## src/rtl/lcd_pkg.sv

```systemverilog
// Shared types, LCD command bytes and helpers for the hex display path.
package lcd_pkg;

    typedef enum logic [2:0] {
        PWR_WAIT = 3'd0,
        INIT     = 3'd1,
        IDLE     = 3'd2,
        ADDR     = 3'd3,
        DIGIT    = 3'd4
    } lcd_state_t;

    typedef enum logic [2:0] {
        TX_IDLE  = 3'd0,
        TX_SETUP = 3'd1,
        TX_PULSE = 3'd2,
        TX_GAP   = 3'd3,
        TX_POST  = 3'd4
    } tx_phase_t;

    typedef enum logic [1:0] {
        WAIT_CMD   = 2'd0,
        WAIT_CLEAR = 2'd1,
        WAIT_INIT1 = 2'd2,
        WAIT_INIT2 = 2'd3
    } wait_sel_t;

    typedef struct packed {
        logic [7:0] data;
        logic       nib_only;
        wait_sel_t  wsel;
    } tx_item_t;

    localparam logic [7:0] FUNC_SET  = 8'h28;
    localparam logic [7:0] ENTRY     = 8'h06;
    localparam logic [7:0] DISP_ON   = 8'h0C;
    localparam logic [7:0] CLEAR     = 8'h01;
    localparam logic [7:0] HOME_ADDR = 8'h80;

    function automatic logic [7:0] hex_to_ascii(input logic [3:0] n);
        return (n < 4'd10) ? (8'h30 + {4'h0, n}) : (8'h37 + {4'h0, n});
    endfunction

    // Power-on sequence: three raw 0x3 nibbles, 0x2 to enter 4-bit mode, then setup bytes.
    function automatic tx_item_t init_item(input logic [2:0] idx);
        tx_item_t it;
        it.data     = 8'h03;
        it.nib_only = 1'b1;
        it.wsel     = WAIT_CMD;
        case (idx)
            3'd0: it.wsel = WAIT_INIT1;
            3'd1: it.wsel = WAIT_INIT2;
            3'd2: it.wsel = WAIT_CMD;
            3'd3: it.data = 8'h02;
            3'd4: begin it.data = FUNC_SET; it.nib_only = 1'b0; end
            3'd5: begin it.data = ENTRY;    it.nib_only = 1'b0; end
            3'd6: begin it.data = DISP_ON;  it.nib_only = 1'b0; end
            default: begin it.data = CLEAR; it.nib_only = 1'b0; it.wsel = WAIT_CLEAR; end
        endcase
        return it;
    endfunction

endpackage

```

## src/rtl/lcd_byte_tx.sv

```systemverilog
// Sends one byte (or a single raw nibble) over the 4-bit LCD bus with setup,
// enable pulse, inter-nibble gap and post-transfer wait timing.
module lcd_byte_tx
    import lcd_pkg::*;
#(
    parameter int unsigned T_SETUP   = 2,
    parameter int unsigned T_EPULSE  = 12,
    parameter int unsigned T_NIB_GAP = 50,
    parameter int unsigned T_CMD     = 2000,
    parameter int unsigned T_CLEAR   = 82000,
    parameter int unsigned T_INIT1   = 205000,
    parameter int unsigned T_INIT2   = 5000
) (
    input  logic       clk,
    input  logic       rst,
    input  logic       start_i,
    input  logic [7:0] byte_i,
    input  logic       rs_i,
    input  logic       nibble_only_i,
    input  wait_sel_t  wait_sel_i,
    output logic       done_o,
    output logic       e_o,
    output logic       rs_o,
    output logic [3:0] db_o
);

    tx_phase_t   phase_q, phase_d;
    logic [31:0] cnt_q, cnt_d;
    logic [31:0] post_q, post_d;
    logic [3:0]  low_q, low_d;
    logic        hi_q, hi_d;
    logic        rs_q, rs_d;
    logic [3:0]  db_q, db_d;
    logic [31:0] post_len;

    always_comb begin
        case (wait_sel_i)
            WAIT_CLEAR: post_len = 32'(T_CLEAR);
            WAIT_INIT1: post_len = 32'(T_INIT1);
            WAIT_INIT2: post_len = 32'(T_INIT2);
            default:    post_len = 32'(T_CMD);
        endcase
    end

    always_comb begin
        phase_d = phase_q;
        cnt_d   = cnt_q;
        post_d  = post_q;
        low_d   = low_q;
        hi_d    = hi_q;
        rs_d    = rs_q;
        db_d    = db_q;
        case (phase_q)
            TX_IDLE: begin
                if (start_i) begin
                    low_d   = byte_i[3:0];
                    hi_d    = !nibble_only_i;
                    rs_d    = rs_i;
                    db_d    = nibble_only_i ? byte_i[3:0] : byte_i[7:4];
                    post_d  = post_len;
                    cnt_d   = 32'(T_SETUP - 1);
                    phase_d = TX_SETUP;
                end
            end
            TX_SETUP: begin
                if (cnt_q == '0) begin
                    cnt_d   = 32'(T_EPULSE - 1);
                    phase_d = TX_PULSE;
                end else begin
                    cnt_d = cnt_q - 32'd1;
                end
            end
            TX_PULSE: begin
                if (cnt_q == '0) begin
                    if (hi_q) begin
                        cnt_d   = 32'(T_NIB_GAP - 1);
                        phase_d = TX_GAP;
                    end else begin
                        cnt_d   = post_q - 32'd1;
                        phase_d = TX_POST;
                    end
                end else begin
                    cnt_d = cnt_q - 32'd1;
                end
            end
            TX_GAP: begin
                if (cnt_q == '0) begin
                    hi_d    = 1'b0;
                    db_d    = low_q;
                    cnt_d   = 32'(T_SETUP - 1);
                    phase_d = TX_SETUP;
                end else begin
                    cnt_d = cnt_q - 32'd1;
                end
            end
            TX_POST: begin
                if (cnt_q == '0) begin
                    phase_d = TX_IDLE;
                end else begin
                    cnt_d = cnt_q - 32'd1;
                end
            end
            default: phase_d = TX_IDLE;
        endcase
    end

    always_ff @(posedge clk) begin
        if (rst) begin
            phase_q <= TX_IDLE;
            cnt_q   <= '0;
            post_q  <= '0;
            low_q   <= '0;
            hi_q    <= 1'b0;
            rs_q    <= 1'b0;
            db_q    <= '0;
        end else begin
            phase_q <= phase_d;
            cnt_q   <= cnt_d;
            post_q  <= post_d;
            low_q   <= low_d;
            hi_q    <= hi_d;
            rs_q    <= rs_d;
            db_q    <= db_d;
        end
    end

    assign done_o = (phase_q == TX_POST) && (cnt_q == '0);
    assign e_o    = (phase_q == TX_PULSE);
    assign rs_o   = rs_q;
    assign db_o   = db_q;

endmodule

```

## src/rtl/lcd_hex_display.sv

```systemverilog
// Shows a VALUE_W-bit value as upper-case hex at LCD line 1 column 0; init runs
// once after reset, then digits are rewritten only when a new value is loaded.
module lcd_hex_display
    import lcd_pkg::*;
#(
    parameter int unsigned VALUE_W   = 8,
    parameter int unsigned T_SETUP   = 2,
    parameter int unsigned T_EPULSE  = 12,
    parameter int unsigned T_NIB_GAP = 50,
    parameter int unsigned T_CMD     = 2000,
    parameter int unsigned T_CLEAR   = 82000,
    parameter int unsigned T_PWRON   = 750000,
    parameter int unsigned T_INIT1   = 205000,
    parameter int unsigned T_INIT2   = 5000
) (
    input  logic               clk,
    input  logic               rst,
    input  logic [VALUE_W-1:0] value,
    input  logic               load,
    output logic               busy,
    output logic               sf_e,
    output logic               e,
    output logic               rs,
    output logic               rw,
    output logic [3:0]         db
);

    localparam int unsigned DIGITS = (VALUE_W + 3) / 4;
    localparam int unsigned W4     = 4 * DIGITS;

    lcd_state_t          state_q, state_d;
    logic [3:0]          step_q, step_d;
    logic                sent_q, sent_d;
    logic [31:0]         pwr_cnt_q, pwr_cnt_d;
    logic [VALUE_W-1:0]  shadow_q, shadow_d;
    logic                dirty_q, dirty_d;
    logic [W4-1:0]       work_q, work_d;
    logic                busy_q, busy_d;

    logic       tx_start, tx_rs, tx_nib, tx_done;
    logic [7:0] tx_byte;
    wait_sel_t  tx_wsel;
    tx_item_t   item;
    logic [3:0] idx;
    logic [3:0] digit_nib;

    always_comb begin
        state_d   = state_q;
        step_d    = step_q;
        sent_d    = sent_q;
        pwr_cnt_d = pwr_cnt_q;
        work_d    = work_q;
        shadow_d  = load ? value : shadow_q;
        dirty_d   = load ? 1'b1 : dirty_q;
        tx_start  = 1'b0;
        tx_byte   = 8'h00;
        tx_rs     = 1'b0;
        tx_nib    = 1'b0;
        tx_wsel   = WAIT_CMD;
        item      = init_item(step_q[2:0]);
        idx       = 4'(DIGITS - 1) - step_q;
        digit_nib = 4'(work_q >> {idx, 2'b00});

        // Each byte-issuing state raises start once, then waits for done to advance.
        if (state_q == INIT || state_q == ADDR || state_q == DIGIT) begin
            tx_start = !sent_q;
            if (!sent_q) sent_d = 1'b1;
            if (tx_done) sent_d = 1'b0;
        end

        case (state_q)
            PWR_WAIT: begin
                if (pwr_cnt_q == 32'(T_PWRON - 1)) begin
                    state_d = INIT;
                    step_d  = '0;
                    sent_d  = 1'b0;
                end else begin
                    pwr_cnt_d = pwr_cnt_q + 32'd1;
                end
            end
            INIT: begin
                tx_byte = item.data;
                tx_nib  = item.nib_only;
                tx_wsel = item.wsel;
                if (tx_done) begin
                    if (step_q == 4'd7) state_d = IDLE;
                    else step_d = step_q + 4'd1;
                end
            end
            IDLE: begin
                // A load on this same cycle lands in shadow and keeps dirty set.
                if (dirty_q) begin
                    work_d              = '0;
                    work_d[VALUE_W-1:0] = shadow_q;
                    dirty_d             = load;
                    sent_d              = 1'b0;
                    state_d             = ADDR;
                end
            end
            ADDR: begin
                tx_byte = HOME_ADDR;
                if (tx_done) begin
                    state_d = DIGIT;
                    step_d  = '0;
                end
            end
            DIGIT: begin
                tx_byte = hex_to_ascii(digit_nib);
                tx_rs   = 1'b1;
                if (tx_done) begin
                    if (step_q == 4'(DIGITS - 1)) state_d = IDLE;
                    else step_d = step_q + 4'd1;
                end
            end
            default: state_d = PWR_WAIT;
        endcase

        busy_d = (state_d != IDLE);
    end

    always_ff @(posedge clk) begin
        if (rst) begin
            state_q   <= PWR_WAIT;
            step_q    <= '0;
            sent_q    <= 1'b0;
            pwr_cnt_q <= '0;
            shadow_q  <= '0;
            dirty_q   <= 1'b1;
            work_q    <= '0;
            busy_q    <= 1'b1;
        end else begin
            state_q   <= state_d;
            step_q    <= step_d;
            sent_q    <= sent_d;
            pwr_cnt_q <= pwr_cnt_d;
            shadow_q  <= shadow_d;
            dirty_q   <= dirty_d;
            work_q    <= work_d;
            busy_q    <= busy_d;
        end
    end

    lcd_byte_tx #(
        .T_SETUP   (T_SETUP),
        .T_EPULSE  (T_EPULSE),
        .T_NIB_GAP (T_NIB_GAP),
        .T_CMD     (T_CMD),
        .T_CLEAR   (T_CLEAR),
        .T_INIT1   (T_INIT1),
        .T_INIT2   (T_INIT2)
    ) u_tx (
        .clk           (clk),
        .rst           (rst),
        .start_i       (tx_start),
        .byte_i        (tx_byte),
        .rs_i          (tx_rs),
        .nibble_only_i (tx_nib),
        .wait_sel_i    (tx_wsel),
        .done_o        (tx_done),
        .e_o           (e),
        .rs_o          (rs),
        .db_o          (db)
    );

    assign busy = busy_q;
    assign sf_e = 1'b1;
    assign rw   = 1'b0;

endmodule

```

## config.mk

```make
export PLATFORM = sky130hd
export DESIGN_NAME = lcd_hex_display
export DESIGN_NICKNAME = d
export VERILOG_FILES = /design/src/rtl/lcd_pkg.sv /design/src/rtl/lcd_byte_tx.sv /design/src/rtl/lcd_hex_display.sv
export SDC_FILE = /design/constraint.sdc
export NUM_CORES = 1
export LEC_CHECK = 0
export CAP_MARGIN = 20
export CORE_MARGIN = 10
export CORE_UTILIZATION = 25
export DETAILED_ROUTE_END_ITERATION = 10
export SETUP_SLACK_MARGIN = 0.15
export SYNTH_ARGS = -nofsm -noshare
export SYNTH_HDL_FRONTEND = slang
export SYNTH_SLANG_ARGS = --single-unit
```

## constraint.sdc

```tcl
create_clock -name clk -period 6.5 [get_ports clk]
set_input_delay 1.95 -clock clk [delete_from_list [all_inputs] [get_ports clk]]
set_output_delay 1.95 -clock clk [all_outputs]
set_load 0.02 [all_outputs]
```

# ---- After elaboration in Yosys (flattened, before gate mapping)
# Cells that the tools add are included.
# Widths: inputs -> output; s select.
dict set report word_totals {
  register_bits 135
  in_bits 11
  out_inout_bits 9
}
dict set report classes {
  shift 1
  n_mux 54
  bitwise_logic 1
  magnitude_cmp 1
  n_eq_ne 33
  reduce_logical 22
  add_sub_neg 7
}
# cell n
set op_table {}
lappend op_table {{$mux 32} 6}
lappend op_table {{$pmux 32 s5} 1}
lappend op_table {{$sub 32x1->32 const B} 2}
lappend op_table {{$pmux 18 s3} 1}
lappend op_table {{$mux 3} 13}
lappend op_table {{$mux 4} 9}
lappend op_table {{$add 32x1->32 const B} 1}
lappend op_table {{$eq 32x20->1 const B} 1}
lappend op_table {{$logic_not 32->1} 1}
lappend op_table {{$pmux 3 s5} 2}
lappend op_table {{$pmux 6 s5} 1}
lappend op_table {{$pmux 8 s3} 1}
lappend op_table {{$eq 3x2->1 const B} 6}
lappend op_table {{$ne 2x2->1 const B} 8}
lappend op_table {{$pmux 4 s4} 1}
lappend op_table {{$eq 3x3->1 const B} 5}
lappend op_table {{$add 6x4->7 const A} 2}
lappend op_table {{$mux 1} 13}
lappend op_table {{$eq 3x1->1 const B} 3}
lappend op_table {{$logic_not 3->1} 3}
lappend op_table {{$ne 2x1->1 const B} 4}
lappend op_table {{$pmux 4 s2} 1}
lappend op_table {{$shr 8x6->4} 1}
lappend op_table {{$mux 7} 1}
lappend op_table {{25 further kinds} 32}

# ---- Depth between registers and ports, before layout
# Gate-level depths: netlist (run 1).
dict set report depth {
  ltp_word 8
  ltp_mapped 12
  ltp_nobuf 11
}

# ---- Modules after synthesis
# From an unflattened synthesis (run 1), not the netlist that was laid out.
dict set report hier_totals {
  hier_cells 815
  area_unflattened_um2 6463.7
}
# module seq_area_each_um2 area_each_um2 cells_per_inst n_inst
set modules_own_cells {}
lappend modules_own_cells {lcd_byte_tx 1101.1 3414.5 445 1}
lappend modules_own_cells {lcd_hex_display 1161.1 3049.2 370 1}

# ---- Least setup slack after synthesis (run 1)
# No wires, ideal clock.
dict set report synth_path {
  path_kind {reg2out}
  from {reg u_tx.phase_q[1]}
  to {out e}
  required_ns 4.550
  setup_slack_ns 3.497
  t_arrival_ns 1.053
  stages_incl_launch_ff 4
  cell_sequence {dfxtp_1 > clkbuf_1 > nand2b_1 > nor2_1}
}
dict set report synth_between {
  elab_chain_cells 1
}
# element line_no
set synth_lines {}
lappend synth_lines {{from (decl)} lcd_byte_tx.sv:27} ;# tx_phase_t phase_q, phase_d;
lappend synth_lines {{from (signal assigned)} lcd_byte_tx.sv:117} ;# phase_q <= phase_d;
lappend synth_lines {{$eq 3x2->1} lcd_byte_tx.sv:128} ;# assign e_o = (phase_q == TX_PULSE);
lappend synth_lines {{to (decl)} lcd_hex_display.sv:22} ;# output logic e,
# Every way passes these cells.

# ---- Worst setup path after layout (run 1)
# Ends and elaborated chain as after synthesis.

==> results.tsv, run 1 <==
stage	metric	value	unit
floorplan	fp.dieH	183	µm
sta	rsz0062_at_grt	false	
worst_hold_path	min_to	work_q[2]	
finish	drive_gt1_share	8.40	%
finish	insertedDiodeCount	0	
sta	worst_slack	2.63	ns
clock_tree	cts_tree	yes	
global_route	grt_usage	9.99	%
finish	final_area	7620	µm²
floorplan	io_pins	20	
global_route	grt-ovfl-total	0	
sta	layout_min_cycle_time	3.87	ns
floorplan	start_util	25.4	%
global_route	grt_pass1_vias	5575	
worst_setup_path	cp.arrival	1.92	ns
worst_setup_path	crit_type	reg -> out	
global_route	antenna_found_initial	0	
route	first_pass_iters	5	
worst_setup_path	cp.required	4.55	ns
logic_synthesis	ys_ff_latch	113	
sta	max_slew_margin	31.1	%
worst_setup_path	reg2reg_to	u_tx.cnt_q[28]	
power_and_ir_drop	peakVddDrop	145	µV
logic_synthesis	yosysWarnings	0	
place	place_congestion	0.804	
route	num_vias	5988	
clock_tree	cts.hold.buffers_added	0	
worst_setup_path	critPathLaunchType	flip-flop	
power_and_ir_drop	fin_total_pwr	1.66	mW
logic_synthesis	syn_area	6620	µm²
worst_hold_path	hold_path_depth	2	
sta	skew	0.00750	ns
clock_tree	clkTransAtPathRegs	0.06	ns
worst_hold_path	hold_path.class	reg -> reg	
route	wl_met1	8.20	mm
worst_setup_path	crit_fanout	14	
logic_synthesis	synth_seq_area_share	34.2	%
logic_synthesis	synth_cell_types	82	
sta	setup_viol	0	
route	wl	16.8	mm
place	pre_cts_ws	2.86	ns
outcome	outcome	complete, no violations	
worst_setup_path	rr_startpoint	u_tx.cnt_q[14]	
place	placed_cell_area	7040	µm²
floorplan	die_w	183	µm
worst_setup_path	end_kind	primary output	
worst_setup_path	rr_worst_depth	6	
sta	hold_viol	0	
route	wl_met3	606	µm
logic_synthesis	netlist_instances	825	
logic_synthesis	synth_nets	856	
power_and_ir_drop	power_frac_comb	1.8	%
logic_synthesis	avgSynthCellArea	8.02	µm²
power_and_ir_drop	p_clk_share	55.9	%
logic_synthesis	async_flop_share	0	%
clock_tree	worstSkewPairLatency	0.41	ns
route	vias_per_cell	5.13	
clock_tree	htree_levels	4	
sta	final_max_slew_viol_count	0	
power_and_ir_drop	p_sw_share	22.6	%
worst_hold_path	min_from	shadow_q[2]	
job	drv_cap	0	
logic_synthesis	synth_flop_cell	dfxtp_1	
route	drc_errors	0	
power_and_ir_drop	p_int	1.28	mW
sta	tightest_slew	1.02	ns
finish	synthToLayoutAreaGrowth	15.1	%
global_route	grt_max_degree	85	
sta	fmax	258	MHz
finish	fin_nets	851	
logic_synthesis	synth_edf_count	0	
power_and_ir_drop	power_density	218	nW/µm²
route	wl_met2	7.76	mm
route	wl_per_cell	14.4	µm
clock_tree	cts_sinks	113	
clock_tree	postCtsSetupBuffers	0	
power_and_ir_drop	p_switching	0.375	mW
route	drtIter0Drc	430	
sta	tns	0	ns
floorplan	core	26100	µm²
clock_tree	cts_resized	0	
floorplan	fp-row-count	59	
sta	fin_crit_sh	59.6	%
global_route	grt_pass1_wl	28.1	mm
clock_tree	cts_root_buffer	clkbuf_16	
floorplan	die-area	33400	µm²
route	routed.top_layer	met4	
clock_tree	cts_buffers	17	
place	dp_hpwl	11.5	mm
clock_tree	cts.path.max_buffers	2	
worst_setup_path	r2r_slack	3.32	ns
route	route.antenna.remaining_nets	0	
power_and_ir_drop	leakage	2.57	nW
power_and_ir_drop	seq_power_share	42.2	%
place	portBuffers	17	
-- Yosys cell counts (5+ instances only) --
master    count  area [µm²]
or4_1        10        75.1
a31oi_1      14        87.6
o21ai_0      41         205
mux2i_1      13         130
inv_1        26        97.6
nor3_1       39         195
or3_1        11        68.8
nand3_1      19        95.1
ha_1         20         250
dfxtp_1     113        2260
nor4_1       21         131
nand3b_1      7        52.6
o31ai_1       6        45.0
nor2b_1      14        87.6
o211a_1       5        50.1
buf_2        11        55.1
xnor2_1      33         289
clkbuf_1     27         101
a21oi_1      47         235
o21ai_1       6        30.0
nand4_1       9        56.3
a41oi_1       6        52.6
xor2_1        6        52.6
a211oi_1     12        90.1
nor4_2        6        75.1
nand2_1      78         293
a221o_1       5        50.1
nor2_1      105         394
o211ai_1      8        60.1
and3_1        5        31.3
-- critical path: stages (launching register included) --
cell             delay [ns]
dfxtp_1                0.59
nand2b_1               0.17
nor2_1                 0.14
clkdlybuf4s50_1        0.62
-- power by group through the flow --
stage / logic (mW) / clock network, mW / registers [mW]
finish: 0.0307 / 0.928 / 0.701
global route: 0.0334 / 0.979 / 0.701
CTS: 0.0308 / 0.945 / 0.701
detailed placement: 0.0307 / 0 / 0.716
global placement: 0.0302 / 0 / 0.716
floorplan: 0.0211 / 0 / 0.715
-- per-stage QoR --
stage | cells | util [%] | hold slack [ns]
after floorplan | 825 | - | 0.431
after global placement | 1136 | 27.0 | 0.438
after detailed placement | 1136 | 27.0 | 0.449
after CTS | 1168 | 29.2 | 0.457
after global routing | 1168 | 29.2 | 0.472
final | 1168 | 29.2 | 0.452
-- logic make-up (layout without fill, tap and decap cells) --
kind of cell / count (synthesis) / in the layout / share of synthesized area [%]
buf+inv: 70 / 78 / 4.41
other cells: 2 / 2 / 0.114
xor+xnor: 39 / 39 / 5.16
flops: 113 / 113 / 34.2
fa+ha+maj: 20 / 20 / 3.78
simple gates: 366 / 366 / 29.8
compound gates: 202 / 202 / 20.5
mux: 13 / 13 / 1.97
-- how the worst max path moves through the flow --
stage	start	endpoint	slack, ns	cells after the start
floorplan	u_tx.phase_q[1]	e	3.50	3
global placement	rst	step_q[0]	2.87	5
global route	u_tx.phase_q[1]	e	2.55	3
detailed placement	rst	step_q[0]	2.86	5
finish	u_tx.phase_q[1]	e	2.63	3
CTS	u_tx.phase_q[1]	e	2.62	3
-- sequential cells by signal, summed over array words and instances, names as in the netlist --
name / count
busy: 1
dirty_q: 1
pwr_cnt_q: 32
sent_q: 1
shadow_q: 8
state_q: 3
step_q: 4
u_tx.cnt_q: 32
u_tx.db_o: 4
u_tx.hi_q: 1
u_tx.low_q: 4
u_tx.phase_q: 3
u_tx.post_q: 10
u_tx.rs_o: 1
work_q: 8
-- cells in the final DEF (no fill, tap or decap), drive strengths merged, types with 29 or more instances in the layout --
cell type  netlist  layout
dfxtp          113     113
xnor2           33      33
o21ai           47      47
inv             27      29
nor2           108     108
nand2           78      78
nor3            45      45
nor4            29      29
a21oi           47      47
-- per-layer routing --
metal	up-vias	global-route usage, %
li1	3004	-
met1	2843	13.1
met2	122	16.0
met3	19	1.92
met4	0	3.58
met5	-	0
-- area by class of cell --
type / instances / area (µm²)
clock inverter: 12 / 134
tap: 335 / 419
clock buffer: 20 / 447
timing repair buffer: 19 / 183
multi-input combinational: 642 / 4070
sequential: 113 / 2260
fill: 2799 / 18400
inverter: 27 / 101
No activity file was read; power rests on OpenSTA's default activity.
==> run 2: changes to the inputs <==
- clock period: 6.5 -> 3.5 ns (I/O delays scaled with it)
==> run 2 against run 1 <==
- die area is the same
- critical path type is now reg -> reg
- largest cell class unchanged
- sequential power up 85%
- non-clock buffer count increased by 7
==> results.tsv, run 2 (synthesized netlist as in run 1, its figures left out) <==
stage	metric	value	unit	change
global_route	grt-ovfl-total	0		unchanged
clock_tree	cts_root_buffer	clkbuf_16		
global_route	grt_max_degree	46		-46%
global_route	grt_usage	10.2	%	+0.17 points
clock_tree	postCtsSetupBuffers	0		unchanged
finish	layout_commonest_cell	dfxtp_1		
finish	final_cell_mix	113 x dfxtp_1, 105 x nor2_1, 78 x nand2_1		
worst_hold_path	hold_path.class	reg -> reg		
worst_setup_path	rr_worst_depth	6		unchanged
clock_tree	cts_resized	0		unchanged
floorplan	die-area	33400	µm²	unchanged
global_route	grt_pass1_vias	5627		+0.93%
sta	skew	0.00765	ns	+0.000152 ns
worst_setup_path	cp_cell_sequence	nor4_1, nand4_2, o311ai_0, nand2_1, o311a_1, a221o_1		
worst_setup_path	cp.arrival	3.41	ns	+1.49 ns
worst_setup_path	rr_startpoint	u_tx.cnt_q[14]		
sta	hold_ws	0.453	ns	+0.00153 ns
floorplan	die_w	183	µm	unchanged
global_route	grt_pass1_wl	28.6	mm	+1.7%
route	drc_errors	0		unchanged
finish	fill_cells	2804		+0.18%
route	wl	16.7	mm	-0.51%
route	route.antenna.remaining_nets	0		unchanged
floorplan	core	26100	µm²	unchanged
sta	final_max_slew_viol_count	0		unchanged
place	portBuffers	17		unchanged
worst_setup_path	critPathMaxStageDelay	0.81	ns	+0.19 ns
power_and_ir_drop	peakVddDrop	237	µV	+63%
global_route	antenna_found_initial	0		unchanged
route	num_vias	5944		-0.73%
worst_setup_path	critPathLaunchType	flip-flop		
clock_tree	cts_buffers	17		unchanged
finish	insertedDiodeCount	0		unchanged
job	drv_cap	0		unchanged
worst_setup_path	crit_end	u_tx.cnt_q[19]		
route	wl_per_cell	14.2	µm	-1.1%
finish	drive_gt1_share	9.17	%	+0.76 points
clock_tree	htree_levels	4		unchanged
floorplan	io_pins	20		unchanged
finish	fin_nets	858		+0.82%
clock_tree	cts_tree	yes		
place	dp_hpwl	11.7	mm	+2.0%
route	drtIter0Drc	522		+21%
worst_setup_path	cp_num_cells	6		+3
floorplan	start_util	25.4	%	unchanged
clock_tree	worstSkewPairLatency	0.42	ns	about the same
outcome	outcome	complete, no violations		
route	vias_per_cell	5.06		-1.3%
place	placed_cell_area	7080	µm²	+0.64%
sta	hold_viol	0		unchanged
worst_setup_path	critPathTopFamily	simple AND/OR/NAND/NOR gates		
floorplan	fp-row-count	59		unchanged
sta	tightest_slew	0.835	ns	-0.189 ns
place	place_congestion	0.849		+5.7%
clock_tree	clkTransAtPathRegs	0.06	ns	about the same
worst_setup_path	crit_buf_inv	0		-1
sta	fmax	322	MHz	
clock_tree	cts.hold.buffers_added	0		unchanged
clock_tree	cts_sinks	113		unchanged
worst_setup_path	cp.required	3.80	ns	-0.75 ns
finish	final_area	7680	µm²	+0.79%
power_and_ir_drop	leakage	2.62	nW	+1.9%
worst_setup_path	crit_fanout	15		+1
clock_tree	cts.path.max_buffers	2		unchanged
finish	reg_top3	pwr_cnt_q (32), u_tx.cnt_q (32), u_tx.post_q (10)		
sta	fin_crit_sh	88.7	%	
worst_setup_path	reg2reg_to	u_tx.cnt_q[19]		
worst_setup_path	end_kind	flip-flop		
sta	layout_min_cycle_time	3.11	ns	
route	first_pass_iters	5		unchanged
worst_setup_path	cp-startpoint	u_tx.cnt_q[14]		
sta	max_slew_margin	44.0	%	+13 points
worst_setup_path	critPathSlowestCell	o311ai_0		
worst_setup_path	r2r_slack	0.39	ns	-2.93 ns
power_and_ir_drop	power_density	404	nW/µm²	+85%
worst_setup_path	crit_type	reg -> reg		
sta	rsz0062_at_grt	false		
floorplan	fp.dieH	183	µm	unchanged
sta	setup_viol	0		unchanged
sta	tns	0	ns	unchanged
finish	synthToLayoutAreaGrowth	16.0	%	
[run 2: cell types whose count changed in the layout (fill, tap and decap cells not counted)]
cell | previous run | this run
a41oi_1 | 5 | 6
a41oi_2 | 1 | 0
buf_4 | 3 | 10
clkbuf_1 | 2 | 1
clkinv_2 | 2 | 0
clkinv_4 | 1 | 4
clkinvlp_4 | 5 | 3
inv_6 | 2 | 4
[run 2: worst min path at each step]
| stage | from | endpoint | slack, ns | depth (start not counted) |
|---|---|---|---|---|
| floorplan | shadow_q[0] | work_q[0] | 0.43 | 2 |
| global placement | shadow_q[2] | work_q[2] | 0.44 | 2 |
| detailed placement | shadow_q[2] | work_q[2] | 0.44 | 2 |
| CTS | shadow_q[2] | work_q[2] | 0.45 | 2 |
| global route | shadow_q[0] | work_q[0] | 0.47 | 2 |
| finish | shadow_q[2] | work_q[2] | 0.45 | 2 |
[run 2: layer usage]
metal	track usage, %	vias up	wire [µm]
li1	-	3034	-
met1	13.5	2779	8280
met2	15.6	115	7560
met3	2.27	16	667
met4	3.87	0	200
met5	0	-	0
[run 2: metrics by stage]
step,setup WS [ns],std cells,power [mW],util (%)
after detailed placement,0.614,1143,1.39,27.2
after global placement,0.625,1143,1.39,27.2
after global routing,0.322,1175,3.20,29.5
after floorplan,0.893,825,1.37,-
after CTS,0.524,1175,3.13,29.5
final,0.395,1175,3.10,29.5
[run 2: area by class of cell]
| cell class | instances | area [µm²] | share of cell area [%] |
|---|---|---|---|
| multi-input combinational | 642 | 4060 | 52.9 |
| timing repair buffer | 26 | 235 | 3.06 |
| inverter | 27 | 101 | 1.32 |
| sequential | 113 | 2260 | 29.5 |
| tap | 335 | 419 | 5.46 |
| clock inverter | 13 | 153 | 1.99 |
| clock buffer | 19 | 443 | 5.77 |
[run 2: worst min-delay path, cell delays in order (launching register included)]
cell and delay (ns):
dfxtp_1 0.31, nand2_1 0.05, a21oi_1 0.05
[run 2: where the power goes]
group,switching [mW],internal [mW],leakage (nW)
registers,0.00605,1.30,0.912
logic,0.0355,0.0229,1.43
clock network,0.664,1.08,0.281
total,0.706,2.40,2.62
==> variant: new RTL, config.mk and constraints of run 1 <==
Register the output `e`, without a reset; this adds one clock of latency there. The other outputs are not delayed to match.
--- a/src/rtl/lcd_hex_display.sv
+++ b/src/rtl/lcd_hex_display.sv
@@ -27,6 +27,8 @@
 
     localparam int unsigned DIGITS = (VALUE_W + 3) / 4;
     localparam int unsigned W4     = 4 * DIGITS;
+
+    logic e_d;
 
     lcd_state_t          state_q, state_d;
     logic [3:0]          step_q, step_d;
@@ -157,7 +159,7 @@
         .nibble_only_i (tx_nib),
         .wait_sel_i    (tx_wsel),
         .done_o        (tx_done),
-        .e_o           (e),
+        .e_o           (e_d),
         .rs_o          (rs),
         .db_o          (db)
     );
@@ -166,5 +168,9 @@
     assign sf_e = 1'b1;
     assign rw   = 1'b0;
 
+    always_ff @(posedge clk) begin
+        e <= e_d;
+    end
+
 endmodule
 
Check against the original RTL: same outputs for any inputs over 10 cycles, from zero or initial values and one cycle with rst high; that may be too few to reach the edited logic, so the function may still have changed.
==> variant against run 1 <==
  * Routed wire length fell by 1.1%
  * Area after synthesis fell by 1.0%
  * Largest cell class unchanged
  * Die area fell by 0.91%
  * Worst hold slack improved by 2.0 ps
  * Setup slack improved by 500 ps
  * Highest routed layer unchanged
  * First-iteration DRC count rose by 26%
  * Register-to-register slack got worse by 90 ps
  * Cell area fell by 1.6%
  * Synthesized cell count fell by 0.85%
  * Sequential cell count rose by 1
  * Clock skew rose by 0.83 ps
Power is not compared: it rests on default switching activity, and its combinational part moved more than twofold at a synthesized area within 25%.
==> variant: results (changes against run 1) <==
* Number of ordinary inverters in the final layout: 18 (was 27)
* Post-synth top cells: dfxtp_1 (114), nor2_1 (99), nand2_1 (79) (was dfxtp_1 (113), nor2_1 (105), nand2_1 (78))
- The number of flip-flops and latches in the synthesized netlist is 114 (was 113).
- The parity-gate share of the synthesized area counting xor and xnor cells is 0.0535 (was 0.0516).
- Fraction of area in registers: 0.305 (was 0.297)
- The placed cell area was 6980 sq um (was 7040 sq um).
- The share of the yosys chip area belonging to registers was 0.348 (was 0.342).
- The worst hold-check path type was reg -> reg (unchanged).
- Count of placed standard cells including taps: 1130 (was 1136)
- Placement Setup Slack: 3020 ps (was 2860 ps)
- Buffer count from post-CTS setup fixing: 0 (unchanged)
- Total non-filler cell area in the finished layout: 7490 sq um (was 7620 sq um)
- The initial antenna violation count is 0 (unchanged).
- Nets@finish: 845 (was 851)
* Fraction of the mapped netlist area in adder cells: 0.0382 (was 0.0378)
- Worst clock skew on the final layout: 8.32 ps (was 7.50 ps)
- Worst Max-Slew Pin Slew: 999 ps (was 1020 ps)
- The maximum fanout along the worst path came to 1 (was 14).
* Top_reg_cell synth: dfxtp_1 (unchanged)
- The number of antenna cells inserted was 0 (unchanged).
- The async set or reset register ratio after synthesis is 0 (unchanged).
- Wire length of the first global-routing pass: 27600 microns (was 28100 microns)
- Multi-input combinational cell count: 639 (was 642)
* GR Util All Layers: 0.0983 (was 0.0999)
* Proportion of cell area occupied by multi-input gates: 0.533 (was 0.534)
- Instance count of the mapped netlist: 818 (was 825)
- The share of post-route cells with drive strength above 1 came to 0.0740 (was 0.0840).
- The critical-path cell with the highest stage delay is clkdlybuf4s50_1 (unchanged).
- The post-synthesis compound-gate area fraction came to 0.206 (was 0.205).
- Pin count of the biggest net entering global routing: 78 (was 85)
- Final GP Congestion: 0.829 (was 0.804)
- The layout clock buffer count was 23 (was 20).
- Outcome: complete, no violations (unchanged).
- The critical path's largest stage delay was 640 ps (was 620 ps).
* Count of fill cells added during filler insertion: 2741 (was 2799)
- Fraction of synthesized area in multiplexers: 0.0248 (was 0.0197)
* Number of signal-net buffers in the layout: 24 (was 19)
- The number of violations reported at the end of detailed-routing iteration 0 is 540 (was 430).
- The layout buffering overhead excluding clock cells was 0.0294 (was 0.0240).
- The via count of the first global-routing pass is 5454 (was 5575).
- Via total after detailed routing: 5911 (was 5988)
- The total routed wirelength is 16600 microns (was 16800 microns).
* Fraction of the core area covered by cells at the end of the flow: 0.289 (was 0.292)
- The non-filler instance count after layout is 1159 (was 1168).
* Leakage: 0.00264 uW
- The number of distinct library cells after synthesis came to 74 (was 82).
- Across the VDD grid, the largest voltage drop is 0.447 mV.
* Post-DP HPWL: 11600 microns (was 11500 microns)
- Cells taking the most area after synthesis: dfxtp_1 (35%), nor2_1 (5.7%), a21oi_1 (5.1%) (was dfxtp_1 (34%), nor2_1 (6.0%), nand2_1 (4.4%)).
* Fraction of area in clock buffers and inverters: 0.0683 (was 0.0762)
==> variant: changes by cell type after synthesis, sizes merged, moves of 6 or more <==
cell   before  now
a21oi      47   68
nor4       29   14
nor3       45   37
nand4      12   24
nor2      108  102
xnor2      33   13
nor2b      14    4
inv        27   17
xor2        6   27
nand3      20   27
==> variant: metal layers <==
metal / share of wire / GRT usage / vias to the layer above
li1: - / - / 2971
met1: 0.49 / 0.135 / 2789
met2: 0.44 / 0.148 / 129
met3: 0.049 / 0.0211 / 22
met4: 0.016 / 0.0332 / 0
met5: 0 / 0 / -
==> variant: where the power goes <==
group	switching, uW	leakage (uW)	internal, uW
sequential	111	0.000923	789
combinational	1370	0.00146	592
clock	317	0.000258	507
==> variant: final timing paths <==
path              slack [ps]  depth (start not counted)            from             end
setup reg to reg        3230                          6  u_tx.cnt_q[20]  u_tx.cnt_q[28]
hold / removal           450                          2       work_q[5]       work_q[5]
setup / recovery        3130                          1            busy            busy
hold reg to reg          450                          2       work_q[5]       work_q[5]
